`config.mk`:
```
export PLATFORM = sky130hd
export DESIGN_NAME = event_queue_encoder
export DESIGN_NICKNAME = d
export VERILOG_FILES = /design/src/rtl/event_queue_encoder_pkg.sv /design/src/rtl/event_queue_encoder_prio_find.sv /design/src/rtl/event_queue_encoder.sv
export SDC_FILE = /design/constraint.sdc
export NUM_CORES = 1
export LEC_CHECK = 0
export CAP_MARGIN = 20
export CORE_MARGIN = 4
export CORE_UTILIZATION = 49
export DETAILED_ROUTE_END_ITERATION = 10
export GPL_TIMING_DRIVEN = 0
export PLACE_DENSITY = 0.82
export REMOVE_ABC_BUFFERS = 1
export SYNTH_ARGS = -nofsm -noshare
export SYNTH_HDL_FRONTEND = slang
export SYNTH_SLANG_ARGS = --single-unit
```
`constraint.sdc`:
```
create_clock -name clk -period 7.5 [get_ports clk]
set_input_delay 2.25 -clock clk [delete_from_list [all_inputs] [get_ports clk]]
set_output_delay 2.25 -clock clk [all_outputs]
set_load 0.03 [all_outputs]
```
`src/rtl/event_queue_encoder_pkg.sv`:
```
// Shared definitions for the event queue encoder: selection modes and
// the pending-count width formula.
package event_queue_encoder_pkg;

  localparam int EVQ_MODE_FIXED = 0;
  localparam int EVQ_MODE_RR    = 1;

  // Width needed to hold a popcount of w bits (0..w inclusive)
  function automatic int evq_cnt_w(input int w);
    return $clog2(w + 1);
  endfunction

endpackage

```
`src/rtl/event_queue_encoder_prio_find.sv`:
```
// Rotating find-first-set: returns the first set bit of vec at or after
// ptr, wrapping past W-1 back to 0. With ptr tied to 0 it is a plain
// lowest-set-bit finder.
module prio_find
  import event_queue_encoder_pkg::*;
#(
  parameter int W  = 16,
  parameter int IW = $clog2(W)
) (
  input  logic [W-1:0]  vec,
  input  logic [IW-1:0] ptr,
  output logic          found,
  output logic [IW-1:0] idx
);

  logic [IW:0] pos;

  // Scan offsets from the far end so the smallest offset from ptr wins
  always_comb begin
    found = 1'b0;
    idx   = '0;
    pos   = '0;
    for (int k = W - 1; k >= 0; k--) begin
      pos = {1'b0, ptr} + (IW+1)'(k);
      if (pos >= (IW+1)'(W)) pos = pos - (IW+1)'(W);
      if (vec[pos[IW-1:0]]) begin
        found = 1'b1;
        idx   = pos[IW-1:0];
      end
    end
  end

endmodule

```
`src/rtl/event_queue_encoder.sv`:
```
// Registered, handshaked event encoder. Sticky event bits collect in a
// pending register; a one-entry output stage hands one source index at a
// time to the consumer, in fixed-priority or round-robin order.
module event_queue_encoder
  import event_queue_encoder_pkg::*;
#(
  parameter int VECT_W  = 16,
  parameter int BIN_W   = $clog2(VECT_W),
  parameter int RR_MODE = 0
) (
  input  logic                             clk,
  input  logic                             rst,
  input  logic                             flush,
  input  logic [VECT_W-1:0]                ev,
  output logic                             out_valid,
  input  logic                             out_ready,
  output logic [BIN_W-1:0]                 out_idx,
  output logic [evq_cnt_w(VECT_W)-1:0]     pend_cnt,
  output logic                             lost
);

  localparam int CNT_W = evq_cnt_w(VECT_W);

  logic [VECT_W-1:0] pending_q, pending_d;
  logic              out_valid_q, out_valid_d;
  logic [BIN_W-1:0]  out_idx_q, out_idx_d;
  logic [BIN_W-1:0]  rr_ptr_q, rr_ptr_d;
  logic [CNT_W-1:0]  pend_cnt_q, pend_cnt_d;
  logic              lost_q, lost_d;

  logic              load;
  logic              found;
  logic [BIN_W-1:0]  sel;
  logic [BIN_W-1:0]  find_ptr;
  logic [VECT_W-1:0] load_mask;

  // Fixed-priority mode always scans from bit 0
  assign find_ptr = (RR_MODE == EVQ_MODE_RR) ? rr_ptr_q : '0;

  prio_find #(.W(VECT_W), .IW(BIN_W)) u_find (
    .vec   (pending_q),
    .ptr   (find_ptr),
    .found (found),
    .idx   (sel)
  );

  // Next-state for pending, output stage, rr pointer, count and lost flag
  always_comb begin
    load        = found && (!out_valid_q || out_ready);
    load_mask   = '0;
    out_valid_d = out_valid_q;
    out_idx_d   = out_idx_q;
    rr_ptr_d    = rr_ptr_q;
    if (load) begin
      load_mask[sel] = 1'b1;
      out_valid_d    = 1'b1;
      out_idx_d      = sel;
      rr_ptr_d       = (sel == BIN_W'(VECT_W - 1)) ? '0 : sel + 1'b1;
    end else if (out_valid_q && out_ready) begin
      out_valid_d = 1'b0;
    end
    // A new event re-arms its bit even if that bit is being loaded now
    pending_d  = (pending_q & ~load_mask) | ev;
    lost_d     = |(ev & pending_q & ~load_mask);
    pend_cnt_d = '0;
    for (int i = 0; i < VECT_W; i++) begin
      pend_cnt_d = pend_cnt_d + {{(CNT_W-1){1'b0}}, pending_d[i]};
    end
  end

  // State registers; flush clears exactly what reset clears
  always_ff @(posedge clk) begin
    if (rst || flush) begin
      pending_q   <= '0;
      out_valid_q <= 1'b0;
      out_idx_q   <= '0;
      rr_ptr_q    <= '0;
      pend_cnt_q  <= '0;
      lost_q      <= 1'b0;
    end else begin
      pending_q   <= pending_d;
      out_valid_q <= out_valid_d;
      out_idx_q   <= out_idx_d;
      rr_ptr_q    <= rr_ptr_d;
      pend_cnt_q  <= pend_cnt_d;
      lost_q      <= lost_d;
    end
  end

  assign out_valid = out_valid_q;
  assign out_idx   = out_idx_q;
  assign pend_cnt  = pend_cnt_q;
  assign lost      = lost_q;

endmodule

```
==> results.md <==
* Status: complete, no violations
* Antenna Nets Post-Route at 0
* Placed wire-length estimate at 3290 um
* FF+latch area at 541 um^2
* WP data arrival at 7.36 ns
* Reg2reg path depth at 17
* Crit Path Max Fanout at 7
* Cts bufs inserted at 3
* Wire per inst at around 14 um
* Cell area after synthesis at 1730 um^2
* Max cap viols at 0
* Fmax at 140 MHz
* Clock Sinks at 27
* Relative slew slack at 45.6%
* PD cells at between 200 and 250 nW/um^2
* Max-slew violations at 0
* Share of post-route cells with drive strength above 1 at about 4.2%
* CTS hold repair buffers at 0
* Final hold viol count at 0
* Leakage power figure at 0.851 nW
* Post-synth ARST share at 0%
* Final Skew at 0.00484 ns
* Site Rows at 21
* Unrepaired setup endpoints after global routing: false
* Postcts setup bufs at 0
* Crit. Startpoint: out_ready
* Setup CP Type: primary input to register
* CTS resizes at 0
* Final instance area at 2090 um^2
* Post-synthesis sequential area ratio at a little under a third
* Core box area at 3360 um^2
* GRT Total Usage at 19.6%
* Placement Setup Slack at 0.0122 ns
* Vias per inst at 5.64
* First-pass DRT Iterations at 4
* H-Tree Depth at 1
* DR iter-0 viols at 99
* CTS tree: done
* Yosys top cell by area: dfxtp_1
* Setup violators final at 0
* DR DRC count at 0
* Clk slew on worst S/H paths at 0.16 ns
* Largest net degree at the start of global routing at 28
* Nets at roughly 280
* Fin crit share at 95.1%
* Syn Area/Cell at 8.23 um^2
* PortBufs at 30
* Multi-input gate area in the final layout at 1090 um^2
* Via count at 1607
* Fillers at 312
* Fin worst setup slack at 0.371 ns
* Setup TNS at 0 ns
* Gpl congestion at 0.918
* Width of the die at 67.4 um
* Antenna violations before repair at 0
* Congestion Overflow GR at 0
* Diode count at 0
* Die Y at between 60 and 70 um
* Hold Path Depth at 2
* Crit. End Element: register
* Synth Register Bits at 27
* Top cells by area, synth: dfxtp_1 (31%), fa_1 (12%), nor2_1 (6.5%), a21oi_1 (6.1%), inv_1 (3.7%)
* Layout Utilization at between 60% and 70%
* Area after DPL at 2060 um^2
* Max clock buf depth at 2
* Worst skew pair latency at around 0.33 ns
* Starting density of the core at 51.4%
* Mapped Cells at 210
* CTS root buffer: clkbuf_4
* Hold Crit Start: out_idx[0]$_SDFFE_PP0N_
* Worst R2R Start: pending_q[3]$_SDFF_PP0_
* Startpoint type of the worst setup path: primary input
* Total Wirelength at 4120 um
* Syn-to-layout area delta at 20.9%
* Post-synth top area share at 31.3%
* Actual slew at the worst max-slew pin at 0.814 ns
* HP Class: register to register
* Top-count cell post-synth: nor2_1
* Ports at 31
* WP data required at 7.73 ns
* Vias in the first global route at roughly 1500
* Global-route wire length before repair at 6730 um
* Synth top cells by count: nor2_1 (30), dfxtp_1 (27), a21oi_1 (21)
* Distinct cells, synth at 42
* Yosys warns at 0
* Worst IR Drop VDD at ~0.20 mV
* EDFF count, synth at 0
* Full die area at 4540 um^2
* Top FF cell, synth: dfxtp_1
* Final min period at 7.13 ns
worst max-delay path: stages:
cell and delay (ns):
clkdlybuf4s50_1 0.47, nand2b_1 0.25, nand2_1 0.19, or4_1 0.58, or3_1 0.39, a21oi_1 0.27
fa_1 0.48, inv_1 0.09, fa_1 0.42, inv_1 0.08, fa_1 0.44, fa_1 0.55
inv_1 0.05, ha_1 0.21, a21o_1 0.18, a21oi_1 0.19, xor2_1 0.20, nor2_1 0.06
per-layer routing:
metal / track usage [%] / wire length [um] / vias to the layer above
li1: - / - / 797
met1: 25.1 / 1880 / 755
met2: 34.7 / 1980 / 47
met3: 2.50 / 202 / 8
met4: 4.81 / 61 / 0
met5: 0 / 0 / -
layout make-up:
type	count	share of cell area, %
flip-flops and latches	27	25.9
inverters	18	3.23
repair buffers	30	14.4
clock buffers	3	1.08
well taps	46	2.75
multi-input cells	160	52.4
clock inverters	1	0.359
path summary, 6_finish.rpt:
check                           slack [ns]                      end
worst max-delay path                  0.37   pend_cnt[3]$_SDFF_PP0_
worst min-delay path                  0.49  out_idx[0]$_SDFFE_PP0N_
worst max register to register        2.15   pend_cnt[3]$_SDFF_PP0_
worst min register to register        0.49  out_idx[0]$_SDFFE_PP0N_
cell families (layout without fill, tap and decap cells):
| kind of cell | count (synthesis) | in the layout | synth area share, % |
|---|---|---|---|
| XOR/XNOR | 2 | 2 | 1.01 |
| AND/OR/NAND/NOR | 85 | 85 | 25.8 |
| AO/OA/AOI/OAI | 58 | 58 | 21.3 |
| buffers and inverters | 23 | 52 | 5.43 |
| adder cells (fa/ha/maj) | 15 | 15 | 15.2 |
| flip-flops | 27 | 27 | 31.3 |
flip-flops by register name, summed over array words and instances (netlist names):
signal and flops:
lost 1, out_idx 4, pend_cnt 5, pending_q 16
out_valid 1
metrics by stage:
step           instances  total power [mW]  hold slack, ns
2_1_floorplan        205             0.342           0.570
3_3_place_gp         281             0.406           0.458
3_5_place_dp         281             0.412           0.468
4_1_cts              285             0.481           0.490
5_1_grt              285             0.522           0.536
6_report             285             0.476           0.492
power breakdown:
part | switching, mW | internal [mW] | total, mW
sequential | 0.00923 | 0.157 | 0.166
clock | 0.0475 | 0.0204 | 0.0679
combinational | 0.135 | 0.107 | 0.242
cells in the final DEF, fill, tap and decap left out, types with 2 or more instances in the layout:
cell type	synthesis	layout
fa_1	10	10
a22o_1	2	2
o211a_1	2	2
a21o_1	7	7
a221oi_1	2	2
or4_1	2	2
or3_1	3	3
nand2_1	15	15
nor3_1	2	2
clkbuf_4	0	3
clkdlybuf4s50_1	0	30
dfxtp_1	27	27
ha_1	5	5
o21ai_1	3	3
nand3_1	6	6
and2_1	2	2
o21ai_0	8	8
o211ai_1	3	3
a31oi_1	3	3
inv_1	17	17
nand2b_1	5	5
a21oi_1	21	21
o21a_1	2	2
nor4_1	5	5
nor2b_1	7	7
nor2_1	30	30
No activity file was read; power rests on OpenSTA's default activity.
